[src/rtl/mips_pkg.sv]
// mips_pkg: shared arbiter state/owner types and the word-address slice position
package mips_pkg;
  typedef enum logic [1:0] {IDLE = 2'd0, BUSY = 2'd1, RESP = 2'd2} arb_state_t;
  typedef enum logic {OWN_CPU = 1'b0, OWN_DBG = 1'b1} arb_owner_t;
  localparam int WORD_LSB = 2;
endpackage

[src/rtl/dmem_arb_lat_timer.sv]
// dmem_arb_lat_timer: counts 1..MEM_LAT-1 through BUSY and flags the last busy cycle
module dmem_arb_lat_timer #(
  parameter int MEM_LAT = 1
) (
  input  logic clk,
  input  logic reset,
  input  logic load_i,
  input  logic busy_i,
  output logic done_o
);
  localparam int CW = $clog2(MEM_LAT) + 1;
  logic [CW-1:0] cnt_q, cnt_d;
  assign cnt_d = load_i ? CW'(1) : busy_i ? cnt_q + 1'b1 : '0;
  assign done_o = busy_i && cnt_q == CW'(MEM_LAT - 1);
  // latency counter, parked at zero outside a read
  always_ff @(posedge clk or posedge reset)
    if (reset) cnt_q <= '0;
    else cnt_q <= cnt_d;
endmodule

[src/rtl/dmem_arbiter.sv]
// dmem_arbiter: shares dmem between MEM stage and debug port; DMEM_ARB_PERF_EN adds stall/grant counters
module dmem_arbiter
  import mips_pkg::*;
#(
  parameter int ADDR_W     = 6,
  parameter int MEM_LAT    = 1,
  parameter int STARVE_MAX = 4
) (
  input  logic              clk,
  input  logic              reset,
  input  logic              cpu_req_i,
  input  logic              cpu_we_i,
  input  logic [31:0]       cpu_addr_i,
  input  logic [31:0]       cpu_wdata_i,
  output logic [31:0]       cpu_rdata_o,
  output logic              cpu_stall_o,
  input  logic              dbg_valid_i,
  output logic              dbg_ready_o,
  input  logic              dbg_we_i,
  input  logic [31:0]       dbg_addr_i,
  input  logic [31:0]       dbg_wdata_i,
  output logic              dbg_rvalid_o,
  output logic [31:0]       dbg_rdata_o,
`ifdef DMEM_ARB_PERF_EN
  output logic [31:0]       stall_cycles_o,
  output logic [31:0]       dbg_grants_o,
`endif
  output logic              mem_en_o,
  output logic              mem_we_o,
  output logic [ADDR_W-1:0] mem_addr_o,
  output logic [31:0]       mem_wdata_o,
  input  logic [31:0]       mem_rdata_i
);
  localparam int SW = $clog2(STARVE_MAX + 1);
  arb_state_t state_q, state_d;
  arb_owner_t owner_q, owner_d;
  logic [SW-1:0] starve_q, starve_d;
  logic live, idle, starved, dbg_win, cpu_win, grant, g_we, rd_grant, lat_done;
  logic resp_cpu, resp_dbg;
  logic [ADDR_W-1:0] g_addr;
  logic [31:0] g_wdata;
  logic unused_addr_bits;

  assign unused_addr_bits = ^{cpu_addr_i[31:ADDR_W+WORD_LSB], cpu_addr_i[WORD_LSB-1:0],
                              dbg_addr_i[31:ADDR_W+WORD_LSB], dbg_addr_i[WORD_LSB-1:0]};

  assign live     = !reset;
  assign idle     = state_q == IDLE;
  assign starved  = starve_q == SW'(STARVE_MAX);
  assign dbg_win  = idle && dbg_valid_i && (!cpu_req_i || starved);
  assign cpu_win  = idle && cpu_req_i && !dbg_win;
  assign grant    = dbg_win || cpu_win;
  assign g_we     = dbg_win ? dbg_we_i : cpu_we_i;
  assign g_addr   = dbg_win ? dbg_addr_i[WORD_LSB +: ADDR_W] : cpu_addr_i[WORD_LSB +: ADDR_W];
  assign g_wdata  = dbg_win ? dbg_wdata_i : cpu_wdata_i;
  assign rd_grant = grant && !g_we;

  dmem_arb_lat_timer #(.MEM_LAT(MEM_LAT)) u_timer (
    .clk    (clk),
    .reset  (reset),
    .load_i (rd_grant),
    .busy_i (state_q == BUSY),
    .done_o (lat_done)
  );

  // next state: reads go through BUSY (unless single-cycle latency) to RESP; writes stay IDLE
  always_comb begin
    state_d  = idle ? (rd_grant ? (MEM_LAT == 1 ? RESP : BUSY) : IDLE)
             : state_q == BUSY ? (lat_done ? RESP : BUSY) : IDLE;
    owner_d  = rd_grant ? (dbg_win ? OWN_DBG : OWN_CPU) : owner_q;
    starve_d = dbg_win ? '0 : (dbg_valid_i && !starved) ? starve_q + 1'b1 : starve_q;
  end

  // FSM, read owner and debug starvation registers
  always_ff @(posedge clk or posedge reset)
    if (reset) begin
      state_q  <= IDLE;
      owner_q  <= OWN_CPU;
      starve_q <= '0;
    end else begin
      state_q  <= state_d;
      owner_q  <= owner_d;
      starve_q <= starve_d;
    end

  assign resp_cpu     = live && state_q == RESP && owner_q == OWN_CPU;
  assign resp_dbg     = live && state_q == RESP && owner_q == OWN_DBG;
  assign mem_en_o     = live && grant;
  assign mem_we_o     = live && grant && g_we;
  assign mem_addr_o   = (live && grant) ? g_addr : '0;
  assign mem_wdata_o  = (live && grant) ? g_wdata : '0;
  assign dbg_ready_o  = live && dbg_win;
  assign dbg_rvalid_o = resp_dbg;
  assign dbg_rdata_o  = resp_dbg ? mem_rdata_i : '0;
  assign cpu_rdata_o  = resp_cpu ? mem_rdata_i : '0;
  assign cpu_stall_o  = live && cpu_req_i &&
                        (dbg_win || state_q == BUSY || resp_dbg || (cpu_win && !cpu_we_i));

`ifdef DMEM_ARB_PERF_EN
  logic [31:0] stall_q, grants_q;
  // saturating counters of stall cycles and debug grants
  always_ff @(posedge clk or posedge reset)
    if (reset) begin
      stall_q  <= '0;
      grants_q <= '0;
    end else begin
      stall_q  <= stall_q + 32'(cpu_stall_o && !(&stall_q));
      grants_q <= grants_q + 32'(dbg_ready_o && !(&grants_q));
    end
  assign stall_cycles_o = stall_q;
  assign dbg_grants_o   = grants_q;
`endif
endmodule
[config.mk]
export PLATFORM = sky130hd
export DESIGN_NAME = dmem_arbiter
export DESIGN_NICKNAME = d
export VERILOG_FILES = /design/src/rtl/mips_pkg.sv /design/src/rtl/dmem_arb_lat_timer.sv /design/src/rtl/dmem_arbiter.sv
export SDC_FILE = /design/constraint.sdc
export NUM_CORES = 1
export LEC_CHECK = 0
export CAP_MARGIN = 20
export CELL_PAD_IN_SITES_DETAIL_PLACEMENT = 0
export CELL_PAD_IN_SITES_GLOBAL_PLACEMENT = 1
export CORE_ASPECT_RATIO = 1.2
export CORE_UTILIZATION = 12
export CTS_CLUSTER_DIAMETER = 150
export CTS_CLUSTER_SIZE = 24
export DETAILED_ROUTE_END_ITERATION = 8
export MAX_ROUTING_LAYER = met4
export PLACE_DENSITY_LB_ADDON = 0.1
export SETUP_SLACK_MARGIN = 0.5
export SYNTH_ARGS = -nofsm -noshare
export SYNTH_HDL_FRONTEND = slang
export SYNTH_SLANG_ARGS = --single-unit
[constraint.sdc]
create_clock -name clk -period 2.15 [get_ports clk]
set_input_delay 0.43 -clock clk [delete_from_list [all_inputs] [get_ports clk]]
set_output_delay 0.43 -clock clk [all_outputs]
set_load 0.05 [all_outputs]
Yosys cells after proc, flatten, opt, wreduce, memory -nomap -nowiden. Index checks and enable logic that the tools add are counted.

Register bits after elaboration: 7. Latch bits: 0. Bits in writable memories: 0. Memory bits (read-only): 0. Output and inout bits: 107. Word-level logic and storage cells: 56. Memories: 0.

$add $sub $neg: 2. $mul: 0. Div/mod/pow operators: 0. $lt $le $gt $ge: 0. Equality and inequality tests: 3. Shifts and indexed selects: 0. Multiplexer cells: 16. Bitwise gates (word level): 2. Reductions and logical operators: 29.

Operator list (count): $mux 32 (4); $logic_and 1x1->1 (16); $mux 6 (2); $mux 2 (4); $logic_not 1->1 (6); $mux 3 (2); $logic_or 1x1->1 (5); $mux 1 (4); $add 3x1->3 const B (1); $eq 3x3->1 const B (1); $eq 2x1->1 const B (1); $eq 2x2->1 const B (1); $logic_not 2->1 (1); $not 1->1 (2); $reduce_bool 2->1 (1); $add 1x1->1 const B (1).

Logic depth before layout (Yosys ltp). Gate-level depths: netlist of the first run.

Depth after elaboration: 9. Mapped depth: 7. Gate-level depth less buffers: 5.

Modules after synthesis. From an unflattened synthesis of the first run, not the netlist that was laid out.

Cells, all modules: 262. Area total of the unflattened synthesis: 1600.3 µm².

Modules (own cells, without submodules): dmem_arbiter (instances 1, cells each 258, area an instance 1551.5 µm², sequential area each 150.1 µm²); dmem_arb_lat_timer (instances 1, cells each 4, area an instance 48.8 µm², sequential area each 25.0 µm²).

Least setup slack after synthesis of the first run. Ideal clock, no wire load.

Path kind: in2out. Start point: input port dbg_valid_i. End point: output port dbg_ready_o. Arrival time: 2167 ps. Path slack: -447 ps. Stages on the path: 4. Buffers on the path: 2. Cells stage by stage: buf_4 > or3b_4 > clkbuf_2 > nor3_1.

Longest elaborated chain between the ends: 3.

RTL lines: start, declared (line dmem_arbiter.sv:17) `input logic dbg_valid_i,`; $logic_and 1x1->1 (2 in series) (line dmem_arbiter.sv:50) `assign dbg_win = idle && dbg_valid_i && (!cpu_req_i || starved);`; $logic_and 1x1->1 (line dmem_arbiter.sv:92) `assign dbg_ready_o = live && dbg_win;`; end, declared (line dmem_arbiter.sv:18) `output logic dbg_ready_o,`.

No other way between the ends.

Worst setup path after layout of the first run.
Start point: register state_q[1]. End point: output port mem_wdata_o[18].

Longest elaborated chain between the ends: 8. Elaborated cells between the ends (all ways): 10.

RTL lines: start, declared (line dmem_arbiter.sv:35) `arb_state_t state_q, state_d;`; start signal, assigned (line dmem_arbiter.sv:81) `state_q <= state_d;`; $logic_not 2->1 (*) (line dmem_arbiter.sv:48) `assign idle = state_q == IDLE;`; $logic_and 1x1->1 (2 in series) (line dmem_arbiter.sv:50); $logic_not 1->1 (line dmem_arbiter.sv:51) `assign cpu_win = idle && cpu_req_i && !dbg_win;`; $logic_and 1x1->1 (line dmem_arbiter.sv:51); $logic_or 1x1->1 (line dmem_arbiter.sv:52) `assign grant = dbg_win || cpu_win;`; $logic_and 1x1->1 (line dmem_arbiter.sv:91) `assign mem_wdata_o = (live && grant) ? g_wdata : '0;`; $mux 32 (*) (line dmem_arbiter.sv:91); end, declared (line dmem_arbiter.sv:31) `output logic [31:0] mem_wdata_o,`.

Every way passes the cells marked *; elsewhere a longest branch is shown, timed or not.

==> results of run 1 <==
## state kept, by name, indices dropped and copies added (netlist names)
signal,flops
owner_q,1
u_timer.cnt_q,1
starve_q,3
state_q,2
## report_power, final
group / internal (uW) / leakage, uW / switching (uW)
clock: 247 / 0.0000382 / 70.7
sequential: 166 / 0.0000886 / 41.1
combinational: 1410 / 0.00254 / 1370
## worst max-delay path by stage
stage,to,slack [ns],cells after the start
finish,mem_wdata_o[18],-0.12,6
CTS,mem_addr_o[3],-0.09,9
global placement,mem_wdata_o[27],-0.37,8
floorplan,dbg_ready_o,0.15,4
global route,mem_wdata_o[8],-0.15,9
detailed placement,mem_wdata_o[1],-0.36,7
## layout by cell type (no fill, tap or decap), types with 2 or more instances in the layout
cell type	instances
a21oi_1	2
a21oi_4	38
and2_4	64
buf_12	119
buf_16	5
buf_4	19
buf_6	16
buf_8	6
clkbuf_16	12
clkdlybuf4s50_1	110
clkinvlp_4	2
dfrtp_1	6
inv_1	3
inv_2	3
nand2_1	2
nand2b_1	2
nand3_1	13
nand3_2	24
nor2_1	2
nor2_4	2
nor3_4	2
o21ai_1	3
o21ai_2	12
o21ai_4	23
o32ai_2	2
## logic make-up after synthesis
logic type,after synthesis,share of synthesized area (%)
buffers and inverters,36,10.6
AO/OA/AOI/OAI,92,31.7
multiplexers,1,0.623
adder cells (fa/ha/maj),2,1.56
AND/OR/NAND/NOR,118,44.7
flip-flops,7,10.9
## repair_timing
item | in CTS | in global routing
hold buffers | 0 | 0
gates resized for setup | 81 | 45
buffers inserted | 9 | 7
cloned | 6 | 12
pin swaps | 9 | 67
setup endpoints to repair | 110 | 109
## layout make-up
type	instances	area, um2
inverter	8	37.5
tap	164	205
sequential	7	176
clock buffer	4	78.8
timing repair buffer	287	4310
multi-input combinational	213	2380
fill	1096	5650
## through the flow
stage / setup slack [ns] / hold slack [ns] / cell area [um2] / TNS, ns
floorplan: 0.153 / 0.215 / 2420 / 0
CTS: -0.0924 / 0.365 / 6670 / -4.59
global placement: -0.374 / 0.464 / 6030 / -29.06
finish: -0.116 / 0.369 / 7190 / -4.24
global route: -0.147 / 0.392 / 7190 / -8.16
detailed placement: -0.364 / 0.473 / 6030 / -27.36
## metal layers
layer / share of wire (%) / up-vias / global-route usage (%) / routed length [um]
met2: 53 / 155 / 29.5 / 6720
li1: - / 1438 / - / -
met3: 7.8 / 10 / 3.34 / 979
met5: 0 / - / - / 0
met4: 1.3 / 0 / 3.71 / 164
met1: 37 / 1414 / 17.8 / 4720
## worst reg2reg max path: stages, from the launching register on
cell and delay [ns]:
dfrtp_1 0.36, inv_2 0.06, ha_4 0.18, a21boi_4 0.16
buf_12 0.14, buf_12 0.16, nor3_4 0.06, buf_4 0.14
o32ai_2 0.21
==> summary.md, run 1 <==
| Metric | Value |
|---|---|
| Final-stage net count | `~690` |
| Total GRT Usage | `16.2%` |
| Layout cell share with drive strength beyond 1 | `69.9%` |
| Total number of vias | `around 3,000` |
| CP max stage delay | `0.50 ns` |
| Type of the most critical hold path | `in2async` |
| Most frequent cell after synthesis | `and2_1` |
| Max Cap Viol | `0` |
| WL/cell | `~18 um` |
| CP max FO | `6` |
| Setup violators final | `85` |
| Worst path bufs/invs | `3` |
| Clk_skew | `0.00159 ns` |
| Min Tclk post-route | `2.27 ns` |
| Area Growth Syn to Fin | `347%` |
| R2R cell count | `8` |
| Final Non-Filler Cells | `683` |
| DRC | `0` |
| Sequential fraction of the synthesis area | `10.9%` |
| Worst path cell trace | `or3b_4, buf_6, clkbuf_16, o21ai_4, a21oi_4, buf_12` |
| Vias in the first global route | `3,128` |
| R2R Path Start | `starve_q[1]$_DFFE_PP0P_` |
| Critical Path Source | `state_q[1]$_DFF_PP0_` |
| F_max | `441 MHz` |
| Root Buffer | `clkbuf_16` |
| Leading area contributor after synthesis | `and2_1` |
| Gate Count Post-Synth | `256` |
| Synth Area per Inst | `6.28 um2` |
| Largest net degree at the start of global routing | `33` |
| Iteration-0 DRC Markers | `just under 70` |
| Critical path's top delay family | `simple AND/OR/NAND/NOR gates` |
| Relative max-transition margin | `68.4%` |
| Most frequent cells after synthesis | `and2_1, a21oi_1, o21ai_0` |
| Worst slew pin tran | `between 0.4 and 0.5 ns` |
| Crit path DAT | `1.84 ns` |
| H-tree depth | `1` |
| Total wire length | `12,600 um` |
| Cell Area, Synth | `about 1600 um2` |
| Hold Vio Cnt, Final | `0` |
| RSZ-0062 raised after global routing | `yes` |
| Worst reg-to-reg setup slack | `0.59 ns` |
| Die footprint | `approximately 14,000 um2` |
| Post-synth top area share | `between 20 and 25%` |
| Number of inserted diodes | `0` |
| Detail Route Antenna Nets | `0` |
| DP HPWL | `8040 um` |
| Max clock buf depth | `2` |
| Gr ovfl total | `0` |
| Req. time, crit path | `~1.7 ns` |
| Inst Count DP | `645` |
| Initial antenna violation count | `0` |
| Port Buffer Count | `220` |
| CTS tree | `built` |
| Std cell rows | `between 40 and 50` |
| Design Power | `3310 uW` |
| Chip Width | `108 um` |
| Final worst-path cycle share | `105%` |
| Yosys reg bits | `7` |
| Worst path slowest cell | `or3b_4` |
| Clock slew at reported path FFs | `0.04 ns` |
| Clock sink count | `7` |
| PnR worst setup slack | `-0.116 ns` |
| EDFF count, synth | `0` |
| Failing checks | `setup timing` |
| Run status | `complete, but fails checks` |
| Fin. max-slew vios | `0` |
| DR pass1 iterations | `4` |
| Core Box Area | `12,800 um2` |
| GP Congestion | `0.726` |
| Top post-synthesis cells by area | `and2_1, a21oi_1, o21ai_0` |
| First-pass GRT wire length | `approximately 17,000 um` |
| Vias per cell | `4.42` |
| TritonCTS buffer count | `3` |
| R2r endpoint | `state_q[1]$_DFF_PP0_` |
| Peak VDD IR | `about 0.24 mV` |
| Top_reg_cell synth | `dfrtp_1` |
| Pwr Density | `461 nW/um2` |
| Yosys Warn Count | `0` |
| Initial cell density of the core | `12.5%` |
| Startpoint types | `flop` |
| Utilization after layout | `56.0%` |
| Syn_nets | `424` |
| Post-synthesis async set-or-reset flop share | `100%` |
| IO Count | `273` |
| Critical path class | `reg2out` |
| Skew-Pair Late Insertion Delay | `0.23 ns` |
| Die H | `129 um` |
| Static Leak | `between 0.002 and 0.003 uW` |
| Count of unique library cells instantiated by Yosys | `36` |
| Setup crit end kind | `primary output` |
(Power assumes the default switching activity.)
==> inputs of run 2 (changes only) <==
- CORE_MARGIN: unset -> 2
- REMOVE_ABC_BUFFERS: unset -> 1
==> run 2 against run 1 <==
The flow still finishes with violations (setup timing). Total power grew 2.0%. Clock power grew 2%. Critical path depth rose by 3. Combinational power up 2%. Final cell count grew 3.4%. Via count up 3.3%. Register-to-register slack got worse by 0.19 ns. Clock-buffer cell count is the same. Maximum frequency fell by 0.95%. Routed wire length up 18%. Critical endpoint is now mem_we_o. Largest power group unchanged.
==> summary.md, run 2 (same netlist as run 1, synthesis figures left out) <==
| Metric | Value |
|---|---|
| Vias in the first global route | `3,117 (was 3,128)` |
| Layout cell share with drive strength beyond 1 | `66.4% (was 69.9%)` |
| Largest net degree at the start of global routing | `21 (was 33)` |
| Req. time, crit path | `1.72 ns (about the same)` |
| Clock slew at reported path FFs | `0.04 ns (about the same)` |
| RSZ-0062 raised after global routing | `yes (unchanged)` |
| Critical path's top delay family | `buffers and inverters (was simple AND/OR/NAND/NOR gates)` |
| Run status | `complete, but fails checks (unchanged)` |
| Min Tclk post-route | `2.29 ns (was 2.27 ns)` |
| PnR worst setup slack | `-0.138 ns (was -0.116 ns)` |
| Worst path cell trace | `inv_2, ha_4, a21boi_4, buf_12, clkbuf_16, buf_6, nor3_4, o21ba_4, buf_8 (was or3b_4, buf_6, clkbuf_16, o21ai_4, a21oi_4, buf_12)` |
| Total number of vias | `3,116 (was 3,017)` |
| Pre-CTS setup slack | `-0.413 ns (was -0.364 ns)` |
| Total GRT Usage | `19.1% (was 16.2%)` |
| Final-stage net count | `707 (was 688)` |
| CP max FO | `5 (was 6)` |
| Setup crit end kind | `primary output (unchanged)` |
| Root Buffer | `clkbuf_16 (unchanged)` |
| Peak VDD IR | `0.505 mV (was 0.239 mV)` |
| Static Leak | `0.00274 uW (was 0.00267 uW)` |
| Initial cell density of the core | `12.2% (was 12.5%)` |
| Clock sink count | `7 (unchanged)` |
| DR pass1 iterations | `4 (unchanged)` |
| Fill cell count | `1,205 (was 1,096)` |
| CTS tree | `built (unchanged)` |
| Design Power | `3380 uW (was 3310 uW)` |
| Startpoint types | `flop (unchanged)` |
| Area Growth Syn to Fin | `332% (was 347%)` |
| TritonCTS buffer count | `3 (unchanged)` |
| Initial antenna violation count | `0 (unchanged)` |
| Chip Width | `110 um (was 108 um)` |
| Final worst-path cycle share | `106% (was 105%)` |
| Relative max-transition margin | `70.9% (was 68.4%)` |
| Iteration-0 DRC Markers | `130 (was 68)` |
| First-pass GRT wire length | `19,700 um (was 16,900 um)` |
| Die H | `131 um (was 129 um)` |
| Max FFs per register | `3 (unchanged)` |
| Worst path slowest cell | `dfrtp_1 (was or3b_4)` |
| Port Buffer Count | `220 (unchanged)` |
| Vias per cell | `4.41 (was 4.42)` |
| Number of inserted diodes | `0 (unchanged)` |
| F_max | `437 MHz (was 441 MHz)` |
| Gr ovfl total | `0 (unchanged)` |
| CP max stage delay | `0.38 ns (was 0.50 ns)` |
| Multi-input gate area in the final layout | `1900 um2 (was 2380 um2)` |
| Type of the most critical hold path | `in2async (unchanged)` |
| Critical path class | `reg2out (unchanged)` |
| Detail Route Antenna Nets | `0 (unchanged)` |
| Failing checks | `setup timing (unchanged)` |
| DP HPWL | `8570 um (was 8040 um)` |
| Skew-Pair Late Insertion Delay | `0.23 ns (about the same)` |
| GP Congestion | `0.780 (was 0.726)` |
| Std cell rows | `46 (was 45)` |
| Register Area | `178 um2 (was 176 um2)` |
| Hold Vio Cnt, Final | `0 (unchanged)` |
| Max Cap Viol | `0 (unchanged)` |
| Worst path bufs/invs | `5 (was 3)` |
| Final Hold Slack | `0.421 ns (was 0.369 ns)` |
| DRC | `0 (unchanged)` |
| Reg with most FFs | `starve_q (unchanged)` |
| IO Count | `273 (unchanged)` |
| Worst slew pin tran | `0.430 ns (was 0.468 ns)` |
| Core Box Area | `13,200 um2 (was 12,800 um2)` |
| Clk_skew | `0.00161 ns (was 0.00159 ns)` |
| Hold_buf cts | `0 (unchanged)` |
| Max clock buf depth | `2 (unchanged)` |
| Pwr Density | `486 nW/um2 (was 461 nW/um2)` |
| Commonest non-fill, non-tap cell in the layout | `buf_12 (unchanged)` |
| Commonest non-fill, non-tap cells in the layout | `buf_12, clkdlybuf4s50_1, and2_4 (unchanged)` |
| Biggest regs | `starve_q x3, state_q x2 (unchanged)` |
| Setup violators final | `90 (was 85)` |
| WL/cell | `21.0 um (was 18.4 um)` |
| Die footprint | `14,300 um2 (was 13,900 um2)` |
| Fin. max-slew vios | `0 (unchanged)` |
| Total wire length | `14,900 um (was 12,600 um)` |
| H-tree depth | `1 (unchanged)` |
| Crit path DAT | `1.86 ns (was 1.84 ns)` |
[run 2: cell count changes in the layout (fill, tap and decap cells not counted), sizes merged]
cell         change
buf             +16
clkinvlp         -2
dlygate4sd2      +2
inv              +2
or3b             +1
[run 2: area by class of cell]
class	instances	share of cell area, %
inverter	8	0.432
clock buffer	4	1.13
sequential	7	2.56
multi-input combinational	214	27.3
tap	168	3.02
timing repair buffer	305	65.5
[run 2: power by group]
group,leakage (uW),switching (uW),internal (uW)
sequential,0.0000874,52.4,167
clock,0.0000382,74.5,247
combinational,0.00262,1340,1500
[run 2: stage by stage]
| step | instances | util, % | TNS [ns] | instance area, um2 |
|---|---|---|---|---|
| after floorplan | 228 | - | -47.85 | 1470 |
| final | 706 | 52.7 | -5.08 | 6950 |
| after CTS | 684 | 48.5 | -4.74 | 6400 |
| after detailed placement | 647 | 39.7 | -21.98 | 5230 |
| after global routing | 706 | 52.7 | -11.89 | 6950 |
| after global placement | 647 | 39.7 | -22.95 | 5230 |
[run 2: final timing paths]
path                                              start                       to  slack [ns]  depth (start not counted)
max in group asynchronous                         reset     state_q[0]$_DFF_PP0_        1.61                          3
worst min-delay path                              reset  starve_q[1]$_DFFE_PP0P_        0.42                          3
worst max register to register  starve_q[0]$_DFFE_PP0P_  u_timer.cnt_q$_DFF_PP0_        0.40                         10
worst min register to register  u_timer.cnt_q$_DFF_PP0_     state_q[1]$_DFF_PP0_        0.52                          1
min in group clk                u_timer.cnt_q$_DFF_PP0_     state_q[1]$_DFF_PP0_        0.52                          1
worst max-delay path            starve_q[0]$_DFFE_PP0P_                 mem_we_o       -0.14                          9
[run 2: routing by layer]
layer	global-route usage [%]	vias to the layer above	part of all wire (%)
li1	-	1482	-
met1	22.5	1525	38
met2	35.5	95	56
met3	1.79	14	4.6
met4	2.90	0	1.2
met5	-	-	0
[run 2: what timing repair did]
action,in CTS,in global routing
gates cloned,16,8
buffers inserted,17,14
pin swaps,83,48
endpoints found under the setup margin,110,111
resized for setup,213,55
[run 2: tightest hold or removal path, stage by stage]
cell	delay (ns)
dlygate4sd2_1	0.30
inv_2	0.11
buf_4	0.14
==> inputs of run 3 (changes only) <==
- ABC_AREA: unset -> 1
- CORE_UTILIZATION: 12 -> 11
- TNS_END_PERCENT: unset -> 5
==> run 3 against run 2 <==
The flow still finishes with violations (setup timing). Clock-buffer cell count unchanged. Clock power decreased by 2%. Non-clock buffer count down 48. Largest power group unchanged.
==> summary.md, run 3 <==
| Metric | Value |
|---|---|
| Final-stage net count | `696 (was 707)` |
| Max Cap Viol | `0 (unchanged)` |
| EDFF count, synth | `0 (unchanged)` |
| DP HPWL | `7680 um (was 8570 um)` |
| Synthesized-area fraction occupied by and/or/nand/nor cells | `43.8% (was 44.7%)` |
| Failing checks | `setup timing (unchanged)` |
| DP Area | `5190 um2 (was 5230 um2)` |
| Reg with most FFs | `starve_q (unchanged)` |
| DR pass1 iterations | `4 (unchanged)` |
| R2R Path Start | `starve_q[0]$_DFFE_PP0P_ (unchanged)` |
| Final Cell Area | `6360 um2 (was 6950 um2)` |
| Leading area contributor after synthesis | `a21oi_2 (was and2_1)` |
| Top_reg_cell synth | `dfrtp_1 (unchanged)` |
| Area Growth Syn to Fin | `315% (was 332%)` |
| Die footprint | `14,900 um2 (was 14,300 um2)` |
| WL/cell | `14.7 um (was 21.0 um)` |
| Critical path class | `reg2out (unchanged)` |
| H-tree depth | `1 (unchanged)` |
| PnR worst setup slack | `-0.146 ns (was -0.138 ns)` |
| Commonest non-fill, non-tap cell in the layout | `buf_12 (unchanged)` |
| Inst Count DP | `683 (was 647)` |
| Largest net degree at the start of global routing | `42 (was 21)` |
| First-pass GRT wire length | `14,900 um (was 19,700 um)` |
| F_max | `436 MHz (was 437 MHz)` |
| Chip Width | `112 um (was 110 um)` |
| Worst reg-to-reg setup slack | `0.51 ns (was 0.40 ns)` |
| Compound-cell area share of the yosys netlist | `24.0% (was 31.7%)` |
| Top post-synthesis cells by area | `a21oi_2, nand2_1, nor2_1 (was and2_1, a21oi_1, o21ai_0)` |
| Req. time, crit path | `1.72 ns (about the same)` |
| Cell Area, Synth | `1530 um2 (was 1610 um2)` |
| Iteration-0 DRC Markers | `80 (was 130)` |
| R2R cell count | `11 (was 10)` |
| Final Non-Filler Cells | `698 (was 706)` |
| Total number of vias | `2,769 (was 3,116)` |
| GP Congestion | `0.756 (was 0.780)` |
| Final worst-path cycle share | `107% (was 106%)` |
| Yosys Warn Count | `0 (unchanged)` |
| Count of unique library cells instantiated by Yosys | `20 (was 36)` |
| Crit path DAT | `1.87 ns (was 1.86 ns)` |
| Sequential fraction of the synthesis area | `11.4% (was 10.9%)` |
| Post-synth top area share | `21.7% (was 24.9%)` |
| Most frequent cell after synthesis | `nand2_1 (was and2_1)` |
| Clk_skew | `0.000385 ns (was 0.00161 ns)` |
| DRC | `0 (unchanged)` |
| Type of the most critical hold path | `in2async (unchanged)` |
| Post-synthesis async set-or-reset flop share | `100% (unchanged)` |
| CTS tree | `built (unchanged)` |
| Run status | `complete, but fails checks (unchanged)` |
| Initial antenna violation count | `0 (unchanged)` |
| Max FFs per register | `3 (unchanged)` |
| Setup violators final | `40 (was 90)` |
| Gr ovfl total | `0 (unchanged)` |
| Skew-Pair Late Insertion Delay | `0.23 ns (about the same)` |
| Vias per cell | `3.97 (was 4.41)` |
| Static Leak | `0.00250 uW (was 0.00274 uW)` |
| Std cell rows | `47 (was 46)` |
| Min Tclk post-route | `2.30 ns (was 2.29 ns)` |
| Setup crit end kind | `primary output (unchanged)` |
| Root Buffer | `clkbuf_16 (unchanged)` |
| Synth Area per Inst | `5.37 um2 (was 6.28 um2)` |
| Hold Vio Cnt, Final | `0 (unchanged)` |
| Number of inserted diodes | `0 (unchanged)` |
| IO Count | `273 (unchanged)` |
| Initial cell density of the core | `11.2% (was 12.2%)` |
| Pre-CTS setup slack | `-0.272 ns (was -0.413 ns)` |
| Startpoint types | `flop (unchanged)` |
| Biggest regs | `starve_q x3, state_q x2 (unchanged)` |
| R2r endpoint | `u_timer.cnt_q$_DFF_PP0_ (unchanged)` |
| Total GRT Usage | `12.9% (was 19.1%)` |
| Worst slew pin tran | `0.246 ns (was 0.430 ns)` |
| Fin. max-slew vios | `0 (unchanged)` |
| Clock sink count | `7 (unchanged)` |
| Adder-Cell Fraction of Synth Area | `1.63% (was 1.56%)` |
| Post-Synth XOR/XNOR Area | `0% (unchanged)` |
| TritonCTS buffer count | `3 (unchanged)` |
| CP max FO | `5 (unchanged)` |
| Hold_buf cts | `0 (unchanged)` |
| Port Buffer Count | `220 (unchanged)` |
| Utilization after layout | `46.4% (was 52.7%)` |
| Layout cell share with drive strength beyond 1 | `55.6% (was 66.4%)` |
| Commonest non-fill, non-tap cells in the layout | `buf_12, clkdlybuf4s50_1, nor2_4 (was buf_12, clkdlybuf4s50_1, and2_4)` |
| Peak VDD IR | `0.261 mV (was 0.505 mV)` |
| Gate Count Post-Synth | `285 (was 256)` |
| Yosys reg bits | `7 (unchanged)` |
| Vias in the first global route | `2,811 (was 3,117)` |
| Largest family of logic cells by synthesized area | `simple AND/OR/NAND/NOR gates (unchanged)` |
| Post-synthesis mux area share | `0% (was 0.623%)` |
| Relative max-transition margin | `83.6% (was 70.9%)` |
| Core Box Area | `13,700 um2 (was 13,200 um2)` |
| Die H | `133 um (was 131 um)` |
| Most frequent cells after synthesis | `nand2_1, nor2_1, inv_1 (was and2_1, a21oi_1, o21ai_0)` |
| Pwr Density | `444 nW/um2 (was 486 nW/um2)` |
| Total wire length | `10,300 um (was 14,900 um)` |
| Max clock buf depth | `2 (unchanged)` |
| Clock slew at reported path FFs | `0.04 ns (about the same)` |
| Detail Route Antenna Nets | `0 (unchanged)` |
| Design Power | `2820 uW (was 3380 uW)` |
| Fill cell count | `1,267 (was 1,205)` |
| RSZ-0062 raised after global routing | `yes (unchanged)` |
## run 3: changes by cell type after synthesis, sizes merged, moves of 10 or more
| cell | delta |
|---|---|
| nand3 | -35 |
| clkbuf | -10 |
| inv | +36 |
| o21ai | -34 |
| nor2 | +66 |
| and2 | -64 |
| nand2 | +88 |
## run 3: cells by family after synthesis
family                     count (synthesis)
and+or+nand+nor                          168
buffers and inverters                     63
AOI/OAI and AO/OA                         45
DFF                                        7
adders and majority gates                  2
## run 3: critical path, cell delays in order, from the launching register on
cell,delay (ns)
dfrtp_1,0.38
inv_2,0.09
ha_4,0.14
nand2_4,0.05
nand2_4,0.07
nand3_4,0.13
inv_8,0.11
buf_12,0.13
clkbuf_16,0.14
nand2_2,0.06
a21oi_4,0.17
buf_12,0.15
## run 3: worst max-delay path by stage
stage	startpoint	end	slack, ns	cells after the start
after CTS	starve_q[1]$_DFFE_PP0P_	mem_wdata_o[9]	-0.20	10
after global placement	cpu_req_i	cpu_stall_o	-0.26	9
after floorplan	starve_q[0]$_DFFE_PP0P_	cpu_stall_o	-0.95	8
after detailed placement	cpu_req_i	cpu_stall_o	-0.27	9
after global routing	starve_q[0]$_DFFE_PP0P_	mem_wdata_o[12]	-0.24	11
final	starve_q[0]$_DFFE_PP0P_	mem_wdata_o[12]	-0.15	11
## run 3: cell type report
| cell class | count | area (um2) | share of cell area (%) |
|---|---|---|---|
| repair buffers | 257 | 3820 | 60.1 |
| well taps | 171 | 214 | 3.37 |
| flip-flops and latches | 7 | 175 | 2.76 |
| inverters | 44 | 190 | 2.99 |
| clock buffers | 4 | 78.8 | 1.24 |
| multi-input cells | 215 | 1880 | 29.5 |
## run 3: timing repair
item / in CTS / in global routing
endpoints found under the setup margin: 112 / 112
cloned: 2 / 4
gates resized for setup: 168 / 62
setup buffers: 0 / 5
pin swaps: 74 / 84
## run 3: layer usage
layer	GRT usage [%]	routed length, um	up-vias
met5	-	0	-
met4	1.23	27	0
met3	2.87	916	2
met2	23.8	5350	176
met1	14.7	3970	1244
li1	-	-	1347
## run 3: power by group
| group | internal [uW] | switching, uW | leakage, uW |
|---|---|---|---|
| sequential | 171 | 32.9 | 0.0000904 |
| combinational | 1100 | 1210 | 0.00237 |
| clock | 247 | 67.8 | 0.0000382 |
## run 3: stage by stage
stage,TNS [ns],hold slack (ns)
finish,-4.08,0.388
global route,-8.17,0.403
CTS,-5.10,0.384
detailed placement,-11.00,0.458
global placement,-9.77,0.449
floorplan,-74.80,0.289
